**config.mk**
```make
export PLATFORM = sky130hd
export DESIGN_NAME = frogger_round_ctrl
export DESIGN_NICKNAME = d
export VERILOG_FILES = /design/src/rtl/frogger_round_ctrl.sv
export SDC_FILE = /design/constraint.sdc
export NUM_CORES = 1
export LEC_CHECK = 0
export CAP_MARGIN = 10
export CORE_MARGIN = 2
export CORE_UTILIZATION = 30
export CTS_CLUSTER_SIZE = 25
export DETAILED_ROUTE_END_ITERATION = 6
export REMOVE_ABC_BUFFERS = 1
export SLEW_MARGIN = 10
export SYNTH_ARGS = -nofsm -noshare
export SYNTH_HDL_FRONTEND = slang
export SYNTH_SLANG_ARGS = --single-unit
```
**constraint.sdc**
```tcl
create_clock -name clk_in -period 4.25 [get_ports clk_in]
set_input_delay 1.0625 -clock clk_in [delete_from_list [all_inputs] [get_ports clk_in]]
set_output_delay 1.0625 -clock clk_in [all_outputs]
set_load 0.1 [all_outputs]
```
**src/rtl/frogger_round_ctrl.sv**
```systemverilog
// Round/phase sequencer for Frogger: start countdown, death pause, level advance,
// game-over and game-win screens. Drives respawn/freeze to the moving objects.
module frogger_round_ctrl #(
  parameter int LIVES_INIT    = 3,
  parameter int MAX_LEVEL     = 4,
  parameter int TICKS_PER_SEC = 60,
  parameter int COUNT_SECS    = 3,
  parameter int DEATH_FRAMES  = 30
) (
  input  logic       clk_in,
  input  logic       reset_in,
  input  logic       frame_tick,
  input  logic       start_i,
  input  logic       collision_i,
  input  logic       frog_goal_i,
  output logic       respawn_o,
  output logic       freeze_o,
  output logic [1:0] lives_o,
  output logic [2:0] level_o,
  output logic [1:0] countdown_o,
  output logic       gameover_o,
  output logic       gamewin_o,
  output logic [2:0] state_o
);

  localparam int CNT_MAX = (TICKS_PER_SEC > DEATH_FRAMES) ? TICKS_PER_SEC : DEATH_FRAMES;
  localparam int CNT_W   = (CNT_MAX > 1) ? $clog2(CNT_MAX) : 1;

  localparam logic [CNT_W-1:0] TPS_LAST   = CNT_W'(TICKS_PER_SEC - 1);
  localparam logic [CNT_W-1:0] DEATH_LAST = CNT_W'(DEATH_FRAMES - 1);
  localparam logic [1:0]       CD_LOAD    = 2'(COUNT_SECS);
  localparam logic [1:0]       LIVES_LOAD = 2'(LIVES_INIT);
  localparam logic [2:0]       MAX_LVL    = 3'(MAX_LEVEL);

  typedef enum logic [2:0] {
    S_IDLE      = 3'd0,
    S_COUNTDOWN = 3'd1,
    S_PLAY      = 3'd2,
    S_DYING     = 3'd3,
    S_LEVELUP   = 3'd4,
    S_OVER      = 3'd5,
    S_WIN       = 3'd6
  } state_t;

  state_t           r_state;
  logic             r_start_d;
  logic [CNT_W-1:0] r_cnt;
  logic             r_respawn;
  logic             r_freeze;
  logic [1:0]       r_lives;
  logic [2:0]       r_level;
  logic [1:0]       r_countdown;
  logic             r_gameover;
  logic             r_gamewin;

  logic w_start_edge;

  // A life lost with none left stays at zero; the DYING exit then routes to OVER.
  function automatic logic [1:0] lives_dec(input logic [1:0] lives);
    return (lives == 2'd0) ? 2'd0 : lives - 2'd1;
  endfunction

  assign w_start_edge = start_i & ~r_start_d;

  always_ff @(posedge clk_in) begin
    if (reset_in) begin
      r_state     <= S_IDLE;
      r_start_d   <= 1'b0;
      r_cnt       <= '0;
      r_respawn   <= 1'b0;
      r_freeze    <= 1'b1;
      r_lives     <= LIVES_LOAD;
      r_level     <= 3'd1;
      r_countdown <= 2'd0;
      r_gameover  <= 1'b0;
      r_gamewin   <= 1'b0;
    end else begin
      r_start_d <= start_i;
      r_respawn <= 1'b0;
      case (r_state)
        S_IDLE: begin
          if (w_start_edge) begin
            r_state     <= S_COUNTDOWN;
            r_respawn   <= 1'b1;
            r_countdown <= CD_LOAD;
            r_cnt       <= '0;
          end
        end

        S_COUNTDOWN: begin
          if (frame_tick) begin
            if (r_cnt == TPS_LAST) begin
              r_cnt       <= '0;
              r_countdown <= r_countdown - 2'd1;
              if (r_countdown == 2'd1) begin
                r_state  <= S_PLAY;
                r_freeze <= 1'b0;
              end
            end else begin
              r_cnt <= r_cnt + 1'b1;
            end
          end
        end

        S_PLAY: begin
          // Collision takes priority over reaching the goal in the same cycle.
          if (collision_i) begin
            r_state  <= S_DYING;
            r_freeze <= 1'b1;
            r_lives  <= lives_dec(r_lives);
            r_cnt    <= '0;
          end else if (frog_goal_i) begin
            r_state  <= S_LEVELUP;
            r_freeze <= 1'b1;
          end
        end

        S_DYING: begin
          if (frame_tick) begin
            if (r_cnt == DEATH_LAST) begin
              r_cnt <= '0;
              if (r_lives == 2'd0) begin
                r_state    <= S_OVER;
                r_gameover <= 1'b1;
              end else begin
                r_state     <= S_COUNTDOWN;
                r_respawn   <= 1'b1;
                r_countdown <= CD_LOAD;
              end
            end else begin
              r_cnt <= r_cnt + 1'b1;
            end
          end
        end

        S_LEVELUP: begin
          r_cnt <= '0;
          if (r_level == MAX_LVL) begin
            r_state   <= S_WIN;
            r_gamewin <= 1'b1;
          end else begin
            r_state     <= S_COUNTDOWN;
            r_level     <= r_level + 3'd1;
            r_respawn   <= 1'b1;
            r_countdown <= CD_LOAD;
          end
        end

        S_OVER, S_WIN: begin
          if (w_start_edge) begin
            r_state     <= S_COUNTDOWN;
            r_lives     <= LIVES_LOAD;
            r_level     <= 3'd1;
            r_respawn   <= 1'b1;
            r_countdown <= CD_LOAD;
            r_cnt       <= '0;
            r_gameover  <= 1'b0;
            r_gamewin   <= 1'b0;
          end
        end

        default: begin
          r_state  <= S_IDLE;
          r_freeze <= 1'b1;
        end
      endcase
    end
  end

  assign respawn_o   = r_respawn;
  assign freeze_o    = r_freeze;
  assign lives_o     = r_lives;
  assign level_o     = r_level;
  assign countdown_o = r_countdown;
  assign gameover_o  = r_gameover;
  assign gamewin_o   = r_gamewin;
  assign state_o     = r_state;

endmodule
```
==> results of run 1 <==
power groups by stage:
stage | Sequential (mW) | Clock (mW) | Combinational [mW]
6_report | 0.231 | 0.137 | 0.404
5_1_grt | 0.235 | 0.146 | 0.439
4_1_cts | 0.231 | 0.143 | 0.405
3_5_place_dp | 0.236 | 0 | 0.405
3_3_place_gp | 0.236 | 0 | 0.404
2_1_floorplan | 0.384 | 0 | 0.166
cells by family (layout without fill, tap and decap cells):
family                     Yosys count  after routing  synth area share (%)
and+or+nand+nor                     76             76                  31.0
AOI/OAI and AO/OA                   49             49                  25.9
DFF                                 21             21                  29.6
buffers and inverters               18             35                  6.52
adders and majority gates            5              5                  4.41
xor gates and xnor gates             3              3                  1.85
muxes                                1              1                 0.705
state kept, by name (all words and copies together) (netlist names):
register	cells
level_o	3
r_start_d	1
respawn_o	1
countdown_o	2
gameover_o	1
gamewin_o	1
lives_o	2
freeze_o	1
state_o	3
r_cnt	6
cell usage after synthesis, drive strengths merged, types with 3 or more instances:
cell | number | area share (%)
o22ai | 3 | 1.8
nor2b | 4 | 1.8
nand4 | 4 | 1.8
a32oi | 4 | 2.5
dfxtp | 21 | 30
nor2 | 13 | 3.4
buf | 8 | 3.5
nand2b | 5 | 2.9
a21oi | 11 | 3.9
inv | 9 | 2.4
o21ai | 10 | 3.5
ha | 5 | 4.4
and3 | 7 | 3.1
and2 | 3 | 1.3
o41ai | 3 | 3.4
o31ai | 3 | 1.6
nand2 | 16 | 4.2
nand3 | 8 | 2.8
through the flow:
| stage | setup WS [ns] | hold slack (ns) | area [sq um] | std cells |
|---|---|---|---|---|
| floorplan | 1.73 | 0.472 | 1360 | 164 |
| global placement | 1.46 | 0.449 | 1640 | 240 |
| detailed placement | 1.47 | 0.459 | 1640 | 240 |
| CTS | 1.19 | 0.480 | 1680 | 244 |
| global route | 1.16 | 0.504 | 1680 | 244 |
| finish | 1.20 | 0.474 | 1680 | 244 |
worst max-delay path: stages, from the launching register on:
cell and delay [ns]:
dfxtp_1 0.31, buf_4 0.23, clkdlybuf4s50_1 1.17
cell type report:
type,count,share of cell area (%)
inverter,9,2.01
multi-input combinational,134,53.9
clock inverter,1,0.298
clock buffer,3,2.46
tap,54,4.02
timing repair buffer,22,12.4
sequential,21,25.0
metal layers:
| metal | vias to the layer above | wire (um) |
|---|---|---|
| li1 | 670 | - |
| met1 | 610 | 1530 |
| met2 | 42 | 1410 |
| met3 | 5 | 213 |
| met4 | 0 | 49 |
| met5 | - | 0 |
cell usage in the layout, fill, tap and decap left out, types with 2 or more instances in the layout:
| master | instances |
|---|---|
| o21ai_0 | 9 |
| and2_1 | 3 |
| nand2b_1 | 3 |
| ha_1 | 5 |
| o31ai_1 | 3 |
| nor2b_1 | 4 |
| clkdlybuf4s50_1 | 17 |
| nand2_1 | 16 |
| o211ai_1 | 2 |
| a211oi_2 | 2 |
| xnor2_1 | 2 |
| o41ai_2 | 3 |
| inv_1 | 9 |
| dfxtp_1 | 21 |
| o22ai_1 | 2 |
| a32oi_1 | 4 |
| a31oi_1 | 2 |
| and3_1 | 7 |
| buf_4 | 5 |
| nand3_1 | 8 |
| a21oi_1 | 11 |
| nor2_1 | 13 |
| o21a_1 | 2 |
| or2_2 | 2 |
| nand4_1 | 4 |
| clkbuf_8 | 3 |
| nor3_1 | 2 |
| and3b_1 | 2 |
how the worst min path moves through the flow:
stage                             from  depth (start not counted)                      end  slack (ns)
6_report       gameover_o$_SDFFE_PP0P_                          1  gameover_o$_SDFFE_PP0P_        0.47
5_1_grt        gameover_o$_SDFFE_PP0P_                          1  gameover_o$_SDFFE_PP0P_        0.50
4_1_cts        gameover_o$_SDFFE_PP0P_                          1  gameover_o$_SDFFE_PP0P_        0.48
3_5_place_dp   gameover_o$_SDFFE_PP0P_                          1  gameover_o$_SDFFE_PP0P_        0.46
3_3_place_gp   gameover_o$_SDFFE_PP0P_                          1  gameover_o$_SDFFE_PP0P_        0.45
2_1_floorplan    r_cnt[1]$_SDFFE_PP0P_                          2    r_cnt[1]$_SDFFE_PP0P_        0.47
==> impl_metrics.tcl, run 1 <==
set metrics [dict create \
    status "complete, no violations" \
    cts_tree "done" \
    required_ns 3.19 \
    cts_resized 0 \
    path_clk_slew_ns 0.08 \
    peakVddDrop_v 0.000151 \
    timing.rr.start "state_o[2]$_SDFFE_PP0P_" \
    avgSynthCellArea_sq_um 8.20 \
    critPathArrivalTime_ns 1.99 \
    core_area_sq_mm 0.00463 \
    total_power_mw 0.773 \
    netSwitchingFraction_pct 46.8 \
    area_delta_synth_final_pct 18.5 \
    first_pass_iters 4 \
    regArea_sq_um 420 \
    ff2ff_setup_slack_ns 2.19 \
    fin_skew_ns 0.00491 \
    n_fill_cell 487 \
    portBuffers 19 \
    pwr-share-seq_pct 29.9 \
    synth-seq-cells 21 \
    yosysWarnings 0 \
    overflow 0 \
    synth_edf_count 0 \
    period_share_pct 71.7 \
    grt.busiest_layer "met2" \
    drt-total-wl_mm 3.20 \
    cp-start-kind "flop" \
    tns_ns 0 \
    met2_usage_pct 20.3 \
    postSynthCellCount 173 \
    crit_end "state_o[1]" \
    max-clock-path-buffers 2 \
    p_leak_nw 0.664 \
    hold_viol_final 0 \
    clk_latency_ns 0.27 \
    maxCapViolations 0 \
    synthFlopType "dfxtp_1" \
    yosysSeqAreaShare_pct 29.6 \
    die_width_um 72.8 \
    path_max_fanout 19 \
    grt_pass1_wl_mm 5.37 \
    htree_levels 1 \
    p_sw_mw 0.361 \
    drt-vias-per-instance 5.44 \
    grtUsageTotal_pct 12.8 \
    use_met3_pct 2.35 \
    slew_headroom_pct 34.8 \
    cts_num_sinks 21 \
    fin_util_pct 36.3 \
    cts_root_buf "clkbuf_8" \
    die_area_sq_mm 0.00530 \
    num_rows 25 \
    holdCritPathClass "reg2reg" \
    worstSetupPathType "reg2out" \
    hpwl_mm 2.31 \
    cp-end-kind "output port" \
    drive_gt1_share_pct 11.6 \
    initial_utilization_pct 30.6 \
    antennaDiodeCount 0 \
    post_cts_buffers 0 \
    wire_per_inst_um 13.1 \
    rr_worst_depth 5 \
    combPwrFrac_pct 52.3 \
    grt_start_max_net_pins 26 \
    r2r_end "r_cnt[3]$_SDFFE_PP0P_" \
    gp_congestion 0.779 \
    slew_violations 0 \
    drc 0 \
    chipHeight_um 72.8 \
    synth_cell_types 53 \
    fin_crit_ns 3.05 \
    setup_viol_count_final 0 \
    antenna_found_initial 0 \
    cts_hold_buf 0 \
    worstSetupStartpoint "state_o[1]$_SDFFE_PP0P_" \
    power_density_mw_per_mm2 459 \
    routed-via-count 1327 \
    synth_area_sq_mm 0.00142 \
    final_antenna_net_count 0 \
    num-nets-final 202 \
    p_int_mw 0.411 \
    clock.fmax_ghz 0.328 \
    power_frac_clock_pct 17.8 \
    grtUsageMet1_pct 17.2 \
    rsz0062_at_grt "no" \
    grt_pass1_vias 1159 \
    drt_iter0_markers 104 \
    multi_input_area_sq_um 906 \
    worstMarginPinSlew_ns 0.975 \
    ios 20 \
    cts_buffers 3 \
    postSynth.asyncResetShare_pct 0 \
]
Power figures use the tool's default switching activity.
==> inputs of run 2 (changes only) <==
==> constraint.sdc (replaced) <==
create_clock -name clk_in -period 3 [get_ports clk_in]
set_input_delay 0.75 -clock clk_in [delete_from_list [all_inputs] [get_ports clk_in]]
set_output_delay 0.75 -clock clk_in [all_outputs]
set_load 0.1 [all_outputs]
==> impl_metrics.tcl, run 2 (same netlist as run 1, synthesis figures left out) <==
set metrics [dict create \
    status "complete, no violations" \
    total_power_mw 1.08 \
    max_stage_delay_ns 0.82 \
    hold_viol_final 0 \
    gp_congestion 0.807 \
    final_area_sq_mm 0.00164 \
    htree_levels 1 \
    wl_met1_mm 1.64 \
    cpLargestDelayFamily "flip-flops" \
    drc 0 \
    first_pass_iters 4 \
    cts_hold_buf 0 \
    critPathArrivalTime_ns 1.50 \
    routed-via-count 1287 \
    rsz0062_at_grt "no" \
    drt_iter0_markers 74 \
    path_max_fanout 24 \
    clock.fmax_ghz 0.444 \
    pre_cts_ws_ns 0.515 \
    portBuffers 19 \
    wl_met2_mm 1.48 \
    period_share_pct 75.1 \
    hpwl_mm 2.47 \
    worstSetupPathType "reg2out" \
    tns_ns 0 \
    timing.rr.start "state_o[1]$_SDFFE_PP0P_" \
    final_cell_mix "dfxtp_1, nand2_1, buf_4, nor2_1, a21oi_1" \
    rr_worst_depth 5 \
    antenna_found_initial 0 \
    pwr-share-seq_pct 33.1 \
    initial_utilization_pct 30.6 \
    die_area_sq_mm 0.00530 \
    die_width_um 72.8 \
    critical_path_depth 1 \
    setup_viol_count_final 0 \
    holdWs_ns 0.469 \
    cts_tree "done" \
    cts_resized 0 \
    final_cells 243 \
    highest_layer "met4" \
    grtUsageTotal_pct 13.3 \
    power_density_mw_per_mm2 659 \
    fin_skew_ns 0.00102 \
    cts_root_buf "clkbuf_8" \
    holdCritPathClass "reg2reg" \
    antennaDiodeCount 0 \
    area_delta_synth_final_pct 15.8 \
    min_from "gameover_o$_SDFFE_PP0P_" \
    worstMarginPinSlew_ns 0.766 \
    required_ns 2.25 \
    drive_gt1_share_pct 16.9 \
    post_dp_cell_area_sq_mm 0.00160 \
    cts_num_sinks 21 \
    hold_depth 1 \
    fin_util_pct 35.5 \
    drt-total-wl_mm 3.28 \
    clk_latency_ns 0.26 \
    overflow 0 \
    netSwitchingFraction_pct 46.9 \
    chipHeight_um 72.8 \
    final_antenna_net_count 0 \
    combPwrFrac_pct 49.3 \
    regMostFlops "r_cnt" \
    r2r_end "r_cnt[5]$_SDFFE_PP0P_" \
    dp_cells 239 \
    drt-vias-per-instance 5.30 \
    grt_pass1_wl_mm 5.53 \
    p_sw_mw 0.508 \
    largest_reg_flops 6 \
    num-nets-final 201 \
    wire_per_inst_um 13.5 \
    peakVddDrop_v 0.000261 \
    path_buf_inv 1 \
    holdPathEnd "gameover_o$_SDFFE_PP0P_" \
    p_leak_nw 0.670 \
    max-clock-path-buffers 2 \
    met3_length_um 136 \
    slew_violations 0 \
    cp-start-kind "flop" \
    fin_crit_ns 2.25 \
    path_cells "buf_4" \
    slew_headroom_pct 48.9 \
    cts_buffers 3 \
    num_rows 25 \
    core_area_sq_mm 0.00463 \
    crit_slowest_cell "dfxtp_1" \
    grt_pass1_vias 1183 \
    n_fill_cell 500 \
    ios 20 \
    power_frac_clock_pct 17.6 \
    final_common_cell "dfxtp_1" \
    p_int_mw 0.575 \
    maxCapViolations 0 \
    post_cts_buffers 0 \
    ff2ff_setup_slack_ns 0.89 \
    path_clk_slew_ns 0.08 \
    cp-end-kind "output port" \
    grt_start_max_net_pins 25 \
    setup_ws_ns 0.746 \
]
-- run 2: cell count changes in the layout (fill, tap and decap cells not counted) --
cell,before,now
clkdlybuf4s50_1,17,5
clkbuf_1,0,1
buf_4,5,16
clkinv_2,1,0
-- run 2: how the worst max path moves through the flow --
stage,to,slack [ns],startpoint
finish,state_o[2],0.75,state_o[2]$_SDFFE_PP0P_
global route,r_cnt[5]$_SDFFE_PP0P_,0.63,state_o[1]$_SDFFE_PP0P_
CTS,state_o[2],0.75,state_o[2]$_SDFFE_PP0P_
detailed placement,r_cnt[3]$_SDFFE_PP0P_,0.52,start_i
global placement,r_cnt[3]$_SDFFE_PP0P_,0.53,start_i
floorplan,r_cnt[3]$_SDFFE_PP0P_,0.48,state_o[0]$_SDFFE_PP0P_
-- run 2: layer usage --
layer	global-route usage (%)	up-vias
li1	-	666
met1	19.1	595
met2	20.6	24
met3	2.07	2
met4	3.70	0
met5	0	-
-- run 2: final cells by class --
| cell class | instances | area (sq um) | share of cell area (%) |
|---|---|---|---|
| Inverter | 9 | 33.8 | 2.06 |
| Clock buffer | 4 | 45.0 | 2.74 |
| Sequential cell | 21 | 420 | 25.6 |
| Tap cell | 54 | 67.6 | 4.11 |
| Timing Repair Buffer | 21 | 170 | 10.4 |
| Multi-Input combinational cell | 134 | 906 | 55.1 |
-- run 2: power by group through the flow --
stage / registers (mW) / clock network (mW) / logic (mW)
final: 0.358 / 0.191 / 0.534
after global routing: 0.369 / 0.206 / 0.575
after CTS: 0.359 / 0.199 / 0.536
after detailed placement: 0.365 / 0 / 0.533
after global placement: 0.366 / 0 / 0.535
after floorplan: 0.544 / 0 / 0.235
